File: src/rtl/tdm_demux_1x4_pkg.sv
// Shared constants for the 1:4 TDM demultiplexer: FSM encodings and default sizing.
package tdm_demux_1x4_pkg;

   localparam logic HUNT   = 1'b0;
   localparam logic LOCKED = 1'b1;

   localparam int N_CH_DEF  = 4;
   localparam int SEL_W_DEF = 2;
   localparam int DW_DEF    = 1;

endpackage

File: src/rtl/tdm_demux_1x4_slot_counter.sv
// Channel slot counter with clear, load-to-1 and increment controls plus a
// terminal-count flag for the last channel of a frame.
module tdm_slot_counter
   import tdm_demux_1x4_pkg::*;
#(
   parameter int N_CH  = N_CH_DEF,
   parameter int SEL_W = SEL_W_DEF
) (
   input  logic             clk,
   input  logic             reset,
   input  logic             clr,
   input  logic             load1,
   input  logic             en,
   output logic [SEL_W-1:0] cnt,
   output logic             tc
);

   logic [SEL_W-1:0] cnt_d;
   logic [SEL_W-1:0] cnt_q;

   // Next count: clear wins over load, load wins over increment.
   always_comb begin
      cnt_d = cnt_q;
      if (clr) begin
         cnt_d = {SEL_W{1'b0}};
      end else if (load1) begin
         cnt_d = SEL_W'(1);
      end else if (en) begin
         cnt_d = cnt_q + SEL_W'(1);
      end else begin
         cnt_d = cnt_q;
      end
   end

   // Count register.
   always_ff @(posedge clk or posedge reset) begin
      if (reset) begin
         cnt_q <= {SEL_W{1'b0}};
      end else begin
         cnt_q <= cnt_d;
      end
   end

   assign cnt = cnt_q;
   assign tc  = (cnt_q == SEL_W'(N_CH - 1));

endmodule

File: src/rtl/tdm_demux_1x4.sv
// 1:4 time-division demultiplexer: assembles synced serial beats into a
// registered parallel frame, with frame lock tracking and framing-error pulses.
module tdm_demux_1x4
   import tdm_demux_1x4_pkg::*;
#(
   parameter int N_CH  = N_CH_DEF,
   parameter int SEL_W = SEL_W_DEF,
   parameter int DW    = DW_DEF
) (
   input  logic                clk,
   input  logic                reset,
   input  logic [DW-1:0]       din,
   input  logic                din_valid,
   input  logic                sync,
   output logic [N_CH*DW-1:0]  y,
   output logic [SEL_W-1:0]    s,
   output logic                locked,
   output logic                frame_valid,
   output logic                sync_err
);

   localparam int SH_W = (N_CH - 1) * DW;

   logic                state_d, state_q;
   logic [SH_W-1:0]     shadow_d, shadow_q;
   logic [N_CH*DW-1:0]  y_d, y_q;
   logic                frame_valid_d, frame_valid_q;
   logic                sync_err_d, sync_err_q;
   logic                cnt_clr, cnt_load1, cnt_en, cnt_tc;

   tdm_slot_counter #(
      .N_CH  (N_CH),
      .SEL_W (SEL_W)
   ) u_slot_counter (
      .clk   (clk),
      .reset (reset),
      .clr   (cnt_clr),
      .load1 (cnt_load1),
      .en    (cnt_en),
      .cnt   (s),
      .tc    (cnt_tc)
   );

   // Beat decode: only valid beats move the FSM, shadow, slot counter or y.
   always_comb begin
      state_d       = state_q;
      shadow_d      = shadow_q;
      y_d           = y_q;
      frame_valid_d = 1'b0;
      sync_err_d    = 1'b0;
      cnt_clr       = 1'b0;
      cnt_load1     = 1'b0;
      cnt_en        = 1'b0;
      if (din_valid) begin
         if (sync) begin
            // A sync beat is always channel 0; mid-frame it abandons the partial frame.
            sync_err_d          = (state_q == LOCKED) && (s != {SEL_W{1'b0}});
            shadow_d[0 +: DW]   = din;
            cnt_load1           = 1'b1;
            state_d             = LOCKED;
         end else if (state_q == HUNT) begin
            state_d = HUNT;
         end else if (s == {SEL_W{1'b0}}) begin
            sync_err_d = 1'b1;
            cnt_clr    = 1'b1;
            state_d    = HUNT;
         end else if (cnt_tc) begin
            y_d           = {din, shadow_q};
            frame_valid_d = 1'b1;
            cnt_clr       = 1'b1;
         end else begin
            for (int k = 0; k < N_CH - 1; k++) begin
               shadow_d[k*DW +: DW] = (s == SEL_W'(k)) ? din : shadow_q[k*DW +: DW];
            end
            cnt_en = 1'b1;
         end
      end else begin
         state_d = state_q;
      end
   end

   // State, shadow and output registers.
   always_ff @(posedge clk or posedge reset) begin
      if (reset) begin
         state_q       <= HUNT;
         shadow_q      <= {SH_W{1'b0}};
         y_q           <= {(N_CH*DW){1'b0}};
         frame_valid_q <= 1'b0;
         sync_err_q    <= 1'b0;
      end else begin
         state_q       <= state_d;
         shadow_q      <= shadow_d;
         y_q           <= y_d;
         frame_valid_q <= frame_valid_d;
         sync_err_q    <= sync_err_d;
      end
   end

   assign y           = y_q;
   assign locked      = (state_q == LOCKED);
   assign frame_valid = frame_valid_q;
   assign sync_err    = sync_err_q;

endmodule

File: config.mk
export PLATFORM = sky130hd
export DESIGN_NAME = tdm_demux_1x4
export DESIGN_NICKNAME = d
export VERILOG_FILES = /design/src/rtl/tdm_demux_1x4_pkg.sv /design/src/rtl/tdm_demux_1x4_slot_counter.sv /design/src/rtl/tdm_demux_1x4.sv
export SDC_FILE = /design/constraint.sdc
export NUM_CORES = 1
export LEC_CHECK = 0
export CAP_MARGIN = 30
export CORE_MARGIN = 8
export CORE_UTILIZATION = 25
export CTS_BUF_LIST = sky130_fd_sc_hd__clkbuf_8
export DETAILED_ROUTE_END_ITERATION = 12
export GPL_ROUTABILITY_DRIVEN = 1
export REMOVE_ABC_BUFFERS = 1
export SLEW_MARGIN = 10
export SYNTH_ARGS = -nofsm -noshare
export SYNTH_HDL_FRONTEND = slang
export SYNTH_HIERARCHICAL = 1
export SYNTH_SLANG_ARGS = --single-unit
File: constraint.sdc
create_clock -name clk -period 2.5 [get_ports clk]
set_input_delay 0.25 -clock clk [delete_from_list [all_inputs] [get_ports clk]]
set_output_delay 0.25 -clock clk [all_outputs]
set_load 0.02 [all_outputs]
Word-level counts from Yosys, hierarchy flattened
Index checks and enable logic that the tools add are counted.
{"block": "word_totals", "reg_bits": 12, "out_inout_bits": 9}
{"block": "classes", "n_addsub": 1, "n_eq_ne": 3, "muxes": 29, "bitwise": 3, "reduce_logical": 8}
{"op": "2-to-1 mux 1 bit", "n": 26}
{"op": "AND reduction 6 bit", "n": 2}
{"op": "2-to-1 mux 2 bit", "n": 3}
{"op": "AND reduction 5 bit", "n": 1}
{"op": "equality test 2 bit, second input constant", "n": 2}
{"op": "inverter 1 bit", "n": 3}
{"op": "nonzero test 3 bit", "n": 1}
{"op": "adder 2 x 1 -> 2 bit, second input constant", "n": 1}
{"op": "equality test 2 x 1 -> 1 bit, second input constant", "n": 1}
{"op": "zero test 2 bit", "n": 1}
{"op": "AND reduction 2 bit", "n": 1}
{"op": "nonzero test 2 bit", "n": 1}
{"op": "logical AND 1 bit", "n": 1}

Longest topological paths before layout
Gate-level depths: netlist of the first run.
{"block": "logic_depth", "depth_word": 9, "mapped_depth": 5, "ltp_nobuf": 5}

Modules after synthesis
The synthesis of the first run kept the hierarchy.
{"mod": "tdm_demux_1x4", "instances": 1, "cells_per_inst": 32, "area_each_um2": 440.4, "seq_area_each_um2": 250.2}
{"mod": "tdm_slot_counter", "instances": 1, "cells_per_inst": 9, "area_each_um2": 98.8, "seq_area_each_um2": 50.0}

Worst setup path before layout of the first run
No wires, ideal clock.
{"block": "synth_timing", "kind": "register -> register", "start": "register u_slot_counter.cnt_q[0], in the netlist u_slot_counter/cnt[0]", "end": "register u_slot_counter.cnt_q[1], in the netlist u_slot_counter/cnt[1]", "arrival_ps": 1493, "required_ps": 2370, "path_slack_ps": 877, "stages_incl_launch_ff": 6, "path_buffers": 0, "period_less_slack_ps": 1623, "path_cell_list": "dfrtp_1 ha_1 and4bb_2 nor2b_1 mux2i_1 nor3_1"}
{"block": "synth_via", "elab_chain_cells": 7, "word_cells_on_any_way": 17, "classes_between": "1 x add/sub; 1 x eq/ne; 13 x mux; 2 x reduce/logical"}
{"element": "start, declared", "line_no": "tdm_demux_1x4_slot_counter.sv:19", "text": "logic [SEL_W-1:0] cnt_q;"}
{"element": "start signal, assigned", "line_no": "tdm_demux_1x4_slot_counter.sv:38", "text": "cnt_q <= {SEL_W{1'b0}};"}
{"element": "start signal, assigned", "line_no": "tdm_demux_1x4_slot_counter.sv:40", "text": "cnt_q <= cnt_d;"}
{"element": "equality test 2 bit", "line_no": "tdm_demux_1x4_slot_counter.sv:45", "text": "assign tc = (cnt_q == SEL_W'(N_CH - 1));"}
{"element": "via cnt_tc", "line_no": "tdm_demux_1x4.sv:29", "text": "logic cnt_clr, cnt_load1, cnt_en, cnt_tc;"}
{"element": "2-to-1 mux 1 bit", "line_no": "tdm_demux_1x4.sv:67", "text": "end else if (cnt_tc) begin"}
{"element": "2-to-1 mux 1 bit", "line_no": "tdm_demux_1x4.sv:63", "text": "end else if (s == {SEL_W{1'b0}}) begin"}
{"element": "2-to-1 mux 1 bit", "line_no": "tdm_demux_1x4.sv:61", "text": "end else if (state_q == HUNT) begin"}
{"element": "2-to-1 mux 1 bit", "line_no": "tdm_demux_1x4.sv:55", "text": "if (sync) begin"}
{"element": "2-to-1 mux 1 bit", "line_no": "tdm_demux_1x4.sv:54", "text": "if (din_valid) begin"}
{"element": "via cnt_en", "line_no": "tdm_demux_1x4.sv:29"}
{"element": "nonzero test 3 bit (no line)"}
The timed path passes the listed nets, and every way through them passes these cells. The select of a mux whose other input is x is not followed.
A chain may end at the register's enable or synchronous reset.

Worst setup path after layout of the first run
Ends and elaborated chain as after synthesis.

==> results.py, run 1 <==
metrics = {
    "run": {
        "maxCapViolations": 0,
    },
    "grt": {
        "grt_pass1_wl_um": 1810,
        "antenna_found_initial": 0,
        "grt_overflow_total": 0,
        "grt_pass1_vias": 389,
        "grt_max_degree": 11,
        "grtUsageTotal_pct": 6.07,
    },
    "timing": {
        "fmax_mhz": 609,
        "period_share_pct": 65.6,
        "hold_viol_final": 0,
        "setup_viol": 0,
        "drv_slew": 0,
        "skew_ns": 0.00118,
        "final.setup.tns_ns": 0,
        "worstMarginPinSlew_ns": 0.457,
        "rsz0062_at_grt": "false",
        "slew_headroom_pct": 69.4,
        "final.min_clock_period_ns": 1.64,
    },
    "worst_setup_path": {
        "cp-end-kind": "flip-flop",
        "crit_type": "flip-flop to flip-flop",
        "reg2reg_slack_ns": 0.86,
        "crit_fanout": 6,
        "timing.rr.end": "u_slot_counter/cnt[1]",
        "cp.arrival_ns": 1.75,
        "r2r_cells": 5,
        "cp_data_required_time_ns": 2.61,
        "worstReg2RegStart": "u_slot_counter/cnt[0]",
        "worstSetupStartpointType": "flip-flop",
    },
    "clock_network": {
        "clkLatencyLatePin_ns": 0.23,
        "cts_made_buffers": 3,
        "cts.path.max_buffers": 2,
        "post_cts_resized": 0,
        "root_buffer": "clkbuf_8",
        "clkSinkCount": 12,
        "htree_levels": 1,
        "cts_setup_buffers": 0,
        "ctsHoldBuffers": 0,
        "clk_pin_slew_worst_paths_ns": 0.05,
        "cts_tree": "yes",
    },
    "yosys": {
        "synth_cells": 41,
        "synth_edf_count": 0,
        "synth-seq-area-share_pct": 55.7,
        "yosys.area.top_type_share_pct": 55.7,
        "synth_top_area_cell": "dfrtp_1",
        "synth.distinct_cells": 17,
        "synth_async_sr_flop_share_pct": 100,
        "synth-seq-cells": 12,
        "yosysMostFrequentCell": "dfrtp_1",
        "synth_area_sq_um": 539,
        "synth-main-ff-cell": "dfrtp_1",
        "ys_top_cells_by_count": "dfrtp_1 (12), mux2_2 (7), inv_1 (3), nor2_1 (3)",
        "syn_avg_cell_area_sq_um": 13.2,
        "ys_top_cells_by_area": "dfrtp_1 (56%), mux2_2 (15%), nor4b_4 (4.4%), xnor2_1 (3.2%), nand3b_1 (2.8%)",
        "ys_warn_count": 6,
    },
    "drt": {
        "dr.pass1.iters": 2,
        "routed-via-count": 352,
        "wire_per_inst_um": 12.1,
        "ant_nets": 0,
        "drt_wl_total_um": 1030,
        "drt_iter0_drc": 6,
        "routed_via_density": 4.14,
        "drc": 0,
    },
    "layout": {
        "area_delta_synth_final_pct": 38.3,
        "fillers": 220,
        "design_area_sq_um": 746,
        "nNetsFinal": 65,
        "num_antenna_cells": 0,
        "layout-drive-gt1-share_pct": 24.6,
    },
    "hold_path": {
        "hp-class": "primary input to asynchronous set/reset pin",
    },
    "power_and_ir_drop": {
        "leakage_uw": 0.000316,
        "power_density_mw_per_mm2": 1080,
        "vdd_ir_drop_max_uv": 312,
    },
    "floorplan": {
        "placementRows": 17,
        "die_h_um": 62.4,
        "initial_utilization_pct": 25.4,
        "ios": 14,
        "die_area_sq_mm": 0.00390,
        "die_width_um": 62.4,
        "core-area_sq_mm": 0.00213,
    },
    "placement": {
        "gp_congestion": 0.735,
        "placed_area_sq_um": 704,
        "portBuffers": 13,
        "post-dp-hpwl_um": 855,
    },
    "outcome": {
        "status": "complete, no violations",
    },
}
==> per-layer routing <==
| metal | vias up | wire length (um) | track usage (%) |
|---|---|---|---|
| met5 | - | 0 | 0 |
| met4 | 0 | 20 | 3.42 |
| met3 | 2 | 82 | 4.12 |
| met2 | 10 | 500 | 9.44 |
| met1 | 166 | 422 | 5.91 |
| li1 | 174 | - | - |
==> cells by family after synthesis <==
group	synth area share, %
buf+inv	2.09
mux	16.5
xor+xnor	3.25
fa+ha+maj	2.32
simple gates	17.9
flops	55.7
compound gates	2.32
==> state kept, by name (all words and copies together) (netlist names) <==
register and count:
sync_err 1, frame_valid 1, y 4, shadow_q 3, locked 1, u_slot_counter/cnt 2
==> cell usage in the layout (no fill, tap or decap), types with 2 or more instances in the layout <==
cell type,instances
clkbuf_8,3
clkdlybuf4s50_1,13
nor2_1,3
dfrtp_1,12
mux2_2,7
xnor2_1,2
nor3_1,2
inv_1,3
nand3b_1,2
==> stage by stage <==
step                      worst slack (ns)  utilization (%)  total power (uW)  instances  hold WS [ns]
after floorplan                      0.877                -               503         41      -0.00882
after global placement               0.732             33.1               644         82         0.440
after global routing                 0.748             35.1               865         85         0.198
final                                0.859             35.1               805         85         0.197
after CTS                            0.841             35.1               822         85         0.200
after detailed placement             0.697             33.1               650         82         0.452
==> power breakdown <==
| group | internal, uW | leakage [uW] | switching [uW] |
|---|---|---|---|
| clock | 105 | 0.0000216 | 61.1 |
| combinational | 174 | 0.000143 | 154 |
| sequential | 263 | 0.000152 | 47.2 |
| total | 542 | 0.000316 | 263 |
==> final cells by class <==
| type | count | area (sq um) | area share, % |
|---|---|---|---|
| well taps | 28 | 35.0 | 4.70 |
| inverters | 3 | 11.3 | 1.51 |
| repair buffers | 13 | 130 | 17.4 |
| clock buffers | 3 | 41.3 | 5.54 |
| multi-input cells | 26 | 228 | 30.5 |
| flip-flops and latches | 12 | 300 | 40.3 |
==> worst max-delay path, cell delays in order, from the launching register on <==
cell and delay (ns):
dfrtp_1 0.43, ha_1 0.25, and4bb_2 0.33, nor2b_1 0.23, mux2i_1 0.22, nor3_1 0.06
==> worst max-delay path by stage <==
| stage | startpoint | endpoint | slack, ns | cells after the start |
|---|---|---|---|---|
| floorplan | u_slot_counter/cnt[0] | u_slot_counter/cnt[1] | 0.88 | 5 |
| global placement | sync | u_slot_counter/cnt[1] | 0.73 | 5 |
| detailed placement | sync | u_slot_counter/cnt[1] | 0.70 | 5 |
| CTS | u_slot_counter/cnt[0] | u_slot_counter/cnt[1] | 0.84 | 5 |
| global route | u_slot_counter/cnt[0] | u_slot_counter/cnt[1] | 0.75 | 5 |
| finish | u_slot_counter/cnt[0] | u_slot_counter/cnt[1] | 0.86 | 5 |
(Power assumes the default switching activity.)
==> run 2, diff against run 1 <==
==> constraint.sdc (replaced) <==
create_clock -name clk -period 1.54 [get_ports clk]
set_input_delay 0.154 -clock clk [delete_from_list [all_inputs] [get_ports clk]]
set_output_delay 0.154 -clock clk [all_outputs]
set_load 0.02 [all_outputs]
==> run 2 against run 1 <==
Net effect:
- total power is 72% higher
- register-to-register slack worse by 0.80 ns
- clock skew is 0.0021 ns higher
- die area stayed put
- sequential power is 60% higher
- combinational power is 88% higher
- maximum frequency is 11% higher
==> results.py, run 2 (same netlist as run 1, synthesis figures left out) <==
metrics = {
    "grt": {
        "grt_pass1_wl_um": 2160,
        "grtUsageTotal_pct": 6.84,
        "grt_max_degree": 11,
        "grt_pass1_vias": 479,
        "antenna_found_initial": 0,
        "grt_overflow_total": 0,
    },
    "timing": {
        "setup_viol": 0,
        "skew_ns": 0.00329,
        "worstMarginPinSlew_ns": 0.380,
        "rsz0062_at_grt": "true",
        "drv_slew": 0,
        "fmax_mhz": 674,
        "period_share_pct": 96.3,
        "holdWs_ns": 0.0968,
        "hold_viol_final": 0,
        "final.min_clock_period_ns": 1.48,
        "slew_headroom_pct": 74.6,
    },
    "power_and_ir_drop": {
        "power_density_mw_per_mm2": 1710,
        "leakage_uw": 0.000351,
        "p_total_uw": 1380,
        "vdd_ir_drop_max_uv": 593,
    },
    "floorplan": {
        "ios": 14,
        "die_area_sq_mm": 0.00390,
        "core-area_sq_mm": 0.00213,
        "placementRows": 17,
        "initial_utilization_pct": 25.4,
        "die_h_um": 62.4,
        "die_width_um": 62.4,
    },
    "clock_network": {
        "clk_pin_slew_worst_paths_ns": 0.05,
        "root_buffer": "clkbuf_8",
        "cts_tree": "yes",
        "cts.path.max_buffers": 2,
        "cts_setup_buffers": 0,
        "clkLatencyLatePin_ns": 0.23,
        "htree_levels": 1,
        "clkSinkCount": 12,
        "cts_made_buffers": 3,
    },
    "layout": {
        "num_antenna_cells": 0,
        "fillers": 227,
        "layout-drive-gt1-share_pct": 35.9,
        "final_common_cell": "clkdlybuf4s50_1",
        "largest_register_ffs": 4,
        "area_delta_synth_final_pct": 49.9,
        "mostFrequentLayoutCells": "clkdlybuf4s50_1 (13), dfrtp_1 (12), mux2_2 (7), buf_4 (7)",
        "nNetsFinal": 72,
        "design_area_sq_um": 808,
    },
    "drt": {
        "drc": 0,
        "wire_per_inst_um": 12.2,
        "routed-via-count": 383,
        "drt_wl_total_um": 1120,
        "drt_iter0_drc": 2,
        "routed_via_density": 4.16,
        "ant_nets": 0,
        "dr.pass1.iters": 2,
    },
    "worst_setup_path": {
        "r2r_cells": 5,
        "worstSetupStartpointType": "flip-flop",
        "cp_data_required_time_ns": 1.65,
        "crit_type": "flip-flop to flip-flop",
        "cp-end-kind": "flip-flop",
        "startpoint": "u_slot_counter/cnt[0]",
        "cp.arrival_ns": 1.59,
        "worstReg2RegStart": "u_slot_counter/cnt[0]",
        "crit_fanout": 4,
    },
    "placement": {
        "gp_congestion": 0.748,
        "portBuffers": 13,
        "placed_area_sq_um": 757,
        "post-dp-hpwl_um": 902,
    },
    "hold_path": {
        "hp-class": "primary input to asynchronous set/reset pin",
    },
    "run": {
        "maxCapViolations": 0,
    },
    "outcome": {
        "status": "complete, no violations",
    },
}
-- run 2: cell types whose count changed in the layout (fill, tap and decap cells not counted), sizes merged --
| cell | before | now |
|---|---|---|
| buf | 0 | 7 |
-- run 2: per-stage QoR --
stage                     instances  TNS [ns]  util, %  worst slack, ns
final                            92         0     38.0           0.0569
after global routing             92   -0.0127     38.0          -0.0127
after CTS                        92         0     38.0           0.0415
after detailed placement         89    -0.561     35.6           -0.138
after global placement           89    -0.473     35.6          -0.0867
after floorplan                  41    -0.127        -          -0.0830
-- run 2: repair_timing --
item | CTS | global route
hold buffers | 0 | 0
setup endpoints to repair | 2 | 1
gates resized for setup | 3 | 0
-- run 2: power breakdown --
| part | total (uW) | leakage, uW | internal, uW | switching, uW |
|---|---|---|---|---|
| logic | 617 | 0.000178 | 338 | 279 |
| clock network | 269 | 0.0000216 | 171 | 98.3 |
| registers | 497 | 0.000152 | 427 | 70.0 |
| total | 1380 | 0.000351 | 936 | 447 |
-- run 2: cell type report --
class,instances,area (sq um),share of cell area (%)
sequential,12,300,37.2
multi-input combinational,26,238,29.4
timing repair buffer,20,183,22.6
clock buffer,3,41.3,5.11
tap,28,35.0,4.33
inverter,3,11.3,1.39
-- run 2: final timing paths --
check,to,slack (ns)
max in group asynchronous,sync_err,1.04
hold reg to reg,y[1],0.50
min in group clk,y[1],0.50
hold / removal,u_slot_counter/cnt[0],0.1
setup reg to reg,u_slot_counter/cnt[1],0.06
setup / recovery,u_slot_counter/cnt[1],0.06
-- run 2: worst max-delay path: stages (launching register included) --
cell      delay (ns)
dfrtp_1         0.40
ha_2            0.22
and4bb_2        0.32
nor2b_4         0.17
mux2i_1         0.19
nor3_1          0.06
-- run 2: routing by layer --
layer	track usage, %	vias to the layer above	wire [um]
met5	0	-	0
met4	4.27	0	7
met3	3.23	2	77
met2	10.9	9	576
met1	7.14	183	459
li1	-	189	-
